File: src/rtl/mips_alu_muldiv_seq.sv
// Iterative HI/LO multiply/divide sequencer: shift-add multiplier and restoring
// divider, one bit per cycle, with sign fix-up applied on the final edge.
module mips_alu_muldiv_seq #(
    parameter int DATA_W = 32,
    parameter int CNT_W  = $clog2(DATA_W) + 1
) (
    input  logic              clock,
    input  logic              reset,
    input  logic              req_valid,
    output logic              req_ready,
    input  logic [2:0]        req_op,
    input  logic [DATA_W-1:0] data1,
    input  logic [DATA_W-1:0] data2,
    input  logic              flush,
    output logic [DATA_W-1:0] hi,
    output logic [DATA_W-1:0] lo,
    output logic              busy,
    output logic              done,
    output logic              div_zero
);
    // state | meaning
    // IDLE  | waiting for a request; mthi/mtlo complete here
    // CALC  | one multiply/divide iteration per edge, DATA_W edges
    // FIX   | sign correction and HI/LO write-back
    typedef enum logic [1:0] {IDLE, CALC, FIX} state_t;

    localparam logic [2:0] OP_MULTS = 3'd1;
    localparam logic [2:0] OP_MULTU = 3'd2;
    localparam logic [2:0] OP_DIVS  = 3'd3;
    localparam logic [2:0] OP_DIVU  = 3'd4;
    localparam logic [2:0] OP_MTHI  = 3'd5;
    localparam logic [2:0] OP_MTLO  = 3'd6;

    state_t state, state_next;
    logic [CNT_W-1:0]    counter;
    logic [2*DATA_W-1:0] work;       // mul: {partial, multiplier}; div: {remainder, quotient}
    logic [DATA_W-1:0]   operand;    // multiplicand or divisor magnitude
    logic [DATA_W-1:0]   orig1;
    logic                is_div, neg_q, neg_r, zero_div;

    logic                accept, start, is_signed, sign1, sign2;
    logic [DATA_W-1:0]   mag1, mag2;
    logic [DATA_W:0]     mul_sum, rem_s, diff;
    logic [2*DATA_W-1:0] mul_next, div_next, prod;
    logic [DATA_W-1:0]   quo, rem;

    assign busy      = (state != IDLE);
    assign req_ready = (state == IDLE);
    assign accept    = req_valid && (state == IDLE) && !flush &&
                       (req_op != 3'd0) && (req_op != 3'd7);
    assign start     = accept && (req_op <= OP_DIVU);
    assign is_signed = (req_op == OP_MULTS) || (req_op == OP_DIVS);
    assign sign1     = is_signed && data1[DATA_W-1];
    assign sign2     = is_signed && data2[DATA_W-1];
    assign mag1      = sign1 ? -data1 : data1;
    assign mag2      = sign2 ? -data2 : data2;

    assign mul_sum  = {1'b0, work[2*DATA_W-1:DATA_W]} + (work[0] ? {1'b0, operand} : '0);
    assign mul_next = {mul_sum, work[DATA_W-1:1]};

    // A borrow out of the trial subtraction means the divisor did not fit.
    assign rem_s    = work[2*DATA_W-1:DATA_W-1];
    assign diff     = rem_s - {1'b0, operand};
    assign div_next = diff[DATA_W] ? {rem_s[DATA_W-1:0], work[DATA_W-2:0], 1'b0}
                                   : {diff[DATA_W-1:0], work[DATA_W-2:0], 1'b1};

    assign prod = neg_q ? -work : work;
    assign quo  = neg_q ? -work[DATA_W-1:0] : work[DATA_W-1:0];
    assign rem  = neg_r ? -work[2*DATA_W-1:DATA_W] : work[2*DATA_W-1:DATA_W];

    always_comb begin
        state_next = state;
        case (state)
            IDLE:    if (start) state_next = CALC;
            CALC:    if (flush) state_next = IDLE;
                     else if (counter == CNT_W'(DATA_W - 1)) state_next = FIX;
            FIX:     state_next = IDLE;
            default: state_next = IDLE;
        endcase
    end

    always_ff @(posedge clock or posedge reset) begin
        if (reset) state <= IDLE;
        else       state <= state_next;
    end

    always_ff @(posedge clock or posedge reset) begin
        if (reset) begin
            hi       <= '0;
            lo       <= '0;
            done     <= 1'b0;
            div_zero <= 1'b0;
            counter  <= '0;
            work     <= '0;
            operand  <= '0;
            orig1    <= '0;
            is_div   <= 1'b0;
            neg_q    <= 1'b0;
            neg_r    <= 1'b0;
            zero_div <= 1'b0;
        end else begin
            done <= 1'b0;
            if (accept && req_op == OP_MTHI) hi <= data1;
            if (accept && req_op == OP_MTLO) lo <= data1;
            if (start) begin
                is_div   <= (req_op == OP_DIVS) || (req_op == OP_DIVU);
                neg_q    <= sign1 ^ sign2;
                neg_r    <= sign1;
                zero_div <= (data2 == '0);
                orig1    <= data1;
                counter  <= '0;
                div_zero <= 1'b0;
                if ((req_op == OP_DIVS) || (req_op == OP_DIVU)) begin
                    operand <= mag2;
                    work    <= {{DATA_W{1'b0}}, mag1};
                end else begin
                    operand <= mag1;
                    work    <= {{DATA_W{1'b0}}, mag2};
                end
            end
            if (state == CALC && !flush) begin
                work    <= is_div ? div_next : mul_next;
                counter <= counter + 1'b1;
            end
            if (state == FIX && !flush) begin
                done <= 1'b1;
                if (!is_div) begin
                    hi <= prod[2*DATA_W-1:DATA_W];
                    lo <= prod[DATA_W-1:0];
                end else if (zero_div) begin
                    hi       <= orig1;
                    lo       <= '1;
                    div_zero <= 1'b1;
                end else begin
                    hi <= rem;
                    lo <= quo;
                end
            end
        end
    end
endmodule
File: config.mk
export PLATFORM = sky130hd
export DESIGN_NAME = mips_alu_muldiv_seq
export DESIGN_NICKNAME = d
export VERILOG_FILES = /design/src/rtl/mips_alu_muldiv_seq.sv
export SDC_FILE = /design/constraint.sdc
export NUM_CORES = 1
export LEC_CHECK = 0
export ABC_CLOCK_PERIOD_IN_PS = 9400
export BUFFER_PORTS_ARGS = -buffer_cell sky130_fd_sc_hd__buf_4
export CORE_MARGIN = 8
export CORE_UTILIZATION = 58
export CTS_CLUSTER_DIAMETER = 120
export DETAILED_ROUTE_END_ITERATION = 16
export PLACE_DENSITY = 0.78
export REMOVE_ABC_BUFFERS = 1
export SLEW_MARGIN = 10
export SYNTH_ARGS = -nofsm -noshare
export SYNTH_HDL_FRONTEND = slang
export SYNTH_SLANG_ARGS = --single-unit
File: constraint.sdc
create_clock -name clock -period 9.4 [get_ports clock]
set_input_delay 1.41 -clock clock [delete_from_list [all_inputs] [get_ports clock]]
set_output_delay 1.41 -clock clock [all_outputs]
set_load 0.005 [all_outputs]
# After elaboration in Yosys (flattened, before gate mapping)
# Cells that the tools add are included.
[classes]
n_addsub = 8
n_lt_le_gt_ge = 1
n_eq_ne = 11
n_mux = 31
bitwise_logic = 1
n_reduce_logical = 22
[ops]
columns = ["operator", "count"]
rows = [
  ["$mux 32", 15],
  ["$mux 64", 5],
  ["$neg 32->32", 4],
  ["$neg 64->64", 1],
  ["$add 32x32->33", 1],
  ["$sub 33x32->33", 1],
  ["$logic_not 32->1", 1],
  ["$mux 6", 2],
  ["$logic_and 1x1->1", 11],
  ["$eq 3x3->1 const B", 3],
  ["$reduce_bool 2->1", 4],
  ["$add 6x1->6 const B", 1],
  ["$eq 6x5->1 const B", 1],
  ["$mux 2", 3],
  ["$ne 3x3->1 const B", 2],
  ["$mux 1", 5],
  ["$pmux 2 s2", 1],
  ["$eq 3x1->1 const B", 1],
  ["$eq 3x2->1 const B", 1],
  ["$le 3x3->1 const B", 1],
  ["$reduce_bool 3->1", 1],
  ["$eq 2x1->1 const B", 1],
  ["$eq 2x2->1 const B", 1],
  ["$logic_not 2->1", 1],
  ["5 further kinds", 6],
]
[word_totals]
register_bits = 206
in_bits = 71
output_inout_bits = 68
wordCells = 87

# Depth between registers and ports, before layout
[depth]
ltp_word = 10
ltp_mapped = 15
mapped_depth_nobuf = 13

# Worst setup path after synthesis
# OpenSTA, ideal clock, no wires.
[synth_path]
path_type = "input to register"
start = "in data1[9]"
end = "reg work[29]"
setup_time_ps = 142
t_arrival_ps = 3441
required_ps = 9258
setup_slack_ps = 5817
path_stages = 9
n_path_buf = 1
cell_sequence = "clkbuf_1 > or4_1 > nor4_1 > and2_1 > nand2_1 > o41ai_1 > xnor2_1 > o21ai_0 > o221ai_1"
[synth_between]
elab_chain_cells = 5
[synth_rtl]
columns = ["element", "line_no", "text"]
rows = [
  ["from (decl)", "12", "input logic [DATA_W-1:0] data1,"],
  ["$neg 32->32", "55", "assign mag1 = sign1 ? -data1 : data1;"],
  ["$mux 32", "55", ""],
  ["$mux 32", "113", "if ((req_op == OP_DIVS) || (req_op == OP_DIVU)) begin"],
  ["$mux 64", "105", "if (start) begin"],
  ["$mux 64", "121", "if (state == CALC && !flush) begin"],
  ["to (signal assigned)", "115", "work <= {{DATA_W{1'b0}}, mag1};"],
  ["to (signal assigned)", "118", "work <= {{DATA_W{1'b0}}, mag2};"],
  ["to (signal assigned)", "122", "work <= is_div ? div_next : mul_next;"],
  ["to (decl)", "36", "logic [2*DATA_W-1:0] work;"],
]
# Every way passes these cells. The select of a mux whose other input is x is not followed.
# A chain may end at the register's enable or synchronous reset.

# Worst setup path in the final report
[layout_path]
start = "reg work[31]"
end = "reg work[32]"
[layout_between]
elab_chain_cells = 4
[layout_rtl]
columns = ["element", "line_no", "text"]
rows = [
  ["$sub 33x32->33", "63", "assign diff = rem_s - {1'b0, operand};"],
  ["$mux 64 (*)", "64", "assign div_next = diff[DATA_W] ? {rem_s[DATA_W-1:0], work[DATA_W-2:0], 1'b0}"],
  ["$mux 64 (*)", "122", ""],
  ["$mux 64 (*)", "121", ""],
]
# Mark *: on every way between the ends. The rest lies on a longest branch, timed or not.

==> flow_summary_export.csv <==
group,metric,value,unit
outcome,status,"finished clean",
synthesis,synth_top_family_by_area,"compound AO/OA/AOI/OAI gates",
synthesis,ys_ff_latch,206,
synthesis,yosys_warnings,0,
routing,drc,0,
synthesis,synth.area.mux_share,5.21,%
global_routing,grt_pass1_vias,16900,
synthesis,yosysMostFrequentCell,"nand2_1",
clock_network,ctsHtreeMaxLevel,1,
clock_network,clk_pin_slew,60,ps
global_routing,grt_pass1_wl,95000,um
synthesis,ys_async_sr_fraction,100,%
placed_design,numPortBuffers,138,
sta,period_share,48.1,%
global_routing,use_met1,43.6,%
synthesis,synthAdderAreaFrac,5.18,%
clock_network,post_cts_buffers,0,
worst_setup_path,worstPathMaxFanout,25,
synthesis,synth_edf_count,0,
clock_network,numClockSinks,206,
synthesis,synth_xor_area_share,9.39,%
sta,period_needed,4520,ps
pwr,powerDensity,299,nW/um^2
routing,postRouteWirelength,60900,um
final_layout,n_fill_cell,2649,
worst_setup_path,endpoint_kind,"flop",
sta,hold_violations,0,
clock_network,clk_path_buf_depth,3,
global_routing,grtUsageMet2,51.7,%
clock_network,holdBufCountCts,0,
sta,tightest_slew,1130,ps
global_routing,grt_remaining_overflow,0,
synthesis,syn_area_per_cell,7.66,um^2
synthesis,synth_top_cell_by_area,"dfrtp_1",
floorplan,core,29600,um^2
worst_setup_path,cp.arrival,4970,ps
synthesis,ys.flop_type,"dfrtp_1",
final_layout,diodes,0,
floorplan,die_w,189,um
sta,slew_headroom,24.6,%
global_routing,antenna_found_initial,2,
sta,holdWs,481,ps
pwr,sw_frac_of_total,47.4,%
worst_setup_path,cpLargestDelayFamily,"compound AO/OA/AOI/OAI gates",
sta,fin_tns_setup,0,ps
routing,wire_per_inst,22.6,um
worst_setup_path,crit_slowest_cell,"nand3_2",
global_routing,grt_start_max_net_pins,105,
final_layout,drive_gt1_share,10.6,%
synthesis,synthTopCellsByArea,"dfrtp_1 30%, nand2_1 9.2%, o21ai_0 5.5%",
global_routing,grt_usage,32.9,%
synthesis,synth_cells,2276,
global_routing,busiest_layer,"met2",
synthesis,ys_seq_area_share,29.6,%
final_layout,seq_area,5160,um^2
pwr,internal-power,3040,uW
synthesis,synth-compound-area-share,23.6,%
sta,skew,12.6,ps
floorplan,dieArea,35900,um^2
floorplan,boundaryPins,139,
sta,slew_violations,0,
floorplan,die_h,189,um
final_layout,multi_input_area,11400,um^2
pwr,p_leak,0.00857,uW
sta,fmax,0.221,GHz
clock_network,ctsResizeCount,0,
routing,vias,17900,
synthesis,synthDistinctLibCells,79,
worst_setup_path,critPathKind,"reg -> reg",
synthesis,synthDominantCellAreaShare,29.6,%
clock_network,clock_latency,540,ps
worst_hold_path,hold_class,"reg -> reg",
placed_design,place_congestion,0.964,
clock_network,cts_root_buf,"clkbuf_16",
final_layout,area_growth,10.9,%
routing,ant_nets,0,
pwr,ir_drop,0.169,mV
global_routing,use_met3,6.13,%
final_layout,fin_nets,2438,
routing,drtPass1Iterations,7,
clock_network,cts_tree,"done",
placed_design,dp_hpwl,44100,um
synthesis,synthSimpleGateAreaFrac,21.9,%
worst_setup_path,startpoint_type,"flop",
pwr,p_clk_share,16.8,%
pwr,combPwrFrac,55.9,%
worst_setup_path,max_stage_delay,870,ps
routing,drtIter0Drc,2038,
synthesis,netlist_area,17400,um^2
sta,setup_viol_count_final,0,
pwr,p_switching,2740,uW
pwr,power_frac_seq,27.3,%
sta,rsz0062_at_grt,"false",
job,cap_violations,0,
floorplan,start_util,58.9,%
floorplan,rows,63,
clock_network,cts-buffers-inserted,24,
worst_setup_path,crit_buf_inv,1,
worst_setup_path,crit_chain,"inv_1, ha_1, fa_1, nand2b_1, a21oi_1, o311a_1, a211oi_2, nor3_1, o21ai_1, nand3_2, mux2_2, o221ai_1",
worst_setup_path,cp.required,9850,ps
synthesis,synth_common_cells,"426 x nand2_1, 206 x dfrtp_1, 193 x o21ai_0",
routing,vias_per_cell,6.64,
## layout by cell type, fill, tap and decap left out, types with 63 or more instances in the layout
cell     Yosys  routed
nand2_1    426     424
dfrtp_1    206     204
o21ai_0    193     192
buf_4        2     162
nor2_1     150     147
a21oi_1    143     143
xnor2_1    103     103
nand3_1     89      89
xor2_1      84      84
mux2i_1     83      83
ha_1        69      69
inv_1       64      63
## through the flow
stage	instance area [um^2]	power, uW	util (%)	cells	setup slack (ps)
2_1_floorplan	16800	3710	-	2108	2370
3_3_place_gp	18500	4660	62.6	2660	5160
3_5_place_dp	18500	4730	62.6	2660	5030
4_1_cts	19300	5710	65.3	2702	5010
5_1_grt	19400	6150	65.3	2702	4720
6_report	19400	5780	65.3	2702	4880
## final cells by class
| cell class | instances | area share [%] |
|---|---|---|
| well taps | 390 | 2.52 |
| clock inverters | 4 | 0.246 |
| multi-input cells | 1837 | 59.1 |
| repair buffers | 162 | 6.28 |
| clock buffers | 38 | 3.90 |
| inverters | 65 | 1.30 |
| flip-flops and latches | 206 | 26.7 |
## metal layers
layer / part of all wire [%] / up-vias
met5: 0.020 / -
met4: 5.2 / 2
met3: 10 / 199
met2: 44 / 977
met1: 41 / 8564
li1: - / 8186
## registers in the layout, summed over array words and instances (netlist names)
register / count
counter: 6
div_zero: 1
done: 1
hi: 32
is_div: 1
lo: 32
neg_q: 1
neg_r: 1
operand: 32
orig1: 32
state: 2
work: 64
zero_div: 1
## power by group through the flow
stage / logic (uW) / clock network (uW) / registers, uW
2_1_floorplan: 2260 / 0 / 1450
3_3_place_gp: 3100 / 0 / 1560
3_5_place_dp: 3150 / 0 / 1580
4_1_cts: 3170 / 971 / 1570
5_1_grt: 3540 / 1000 / 1610
6_report: 3230 / 968 / 1580
## logic make-up after synthesis
| family | count (synthesis) |
|---|---|
| and+or+nand+nor | 849 |
| adders and majority gates | 71 |
| AOI/OAI and AO/OA | 640 |
| DFF | 206 |
| xor gates and xnor gates | 187 |
| muxes | 90 |
| buffers and inverters | 233 |
## tightest hold or removal path, delay by kind of cell (launching register included)
kind | cells | cell delay, ps
simple gates | 2 | 110
flops | 1 | 340
## path summary, 6_finish.rpt
path / startpoint / to / slack [ps] / depth (start not counted)
max reg2reg: work[31] / work[32] / 4880 / 12
min reg2reg: orig1[22] / orig1[22] / 480 / 2
min in group asynchronous: reset / lo[2] / 950 / 2
max in group asynchronous: reset / is_div / 6330 / 4
max: work[31] / work[32] / 4880 / 12
min: orig1[22] / orig1[22] / 480 / 2
(Power assumes the default switching activity.)
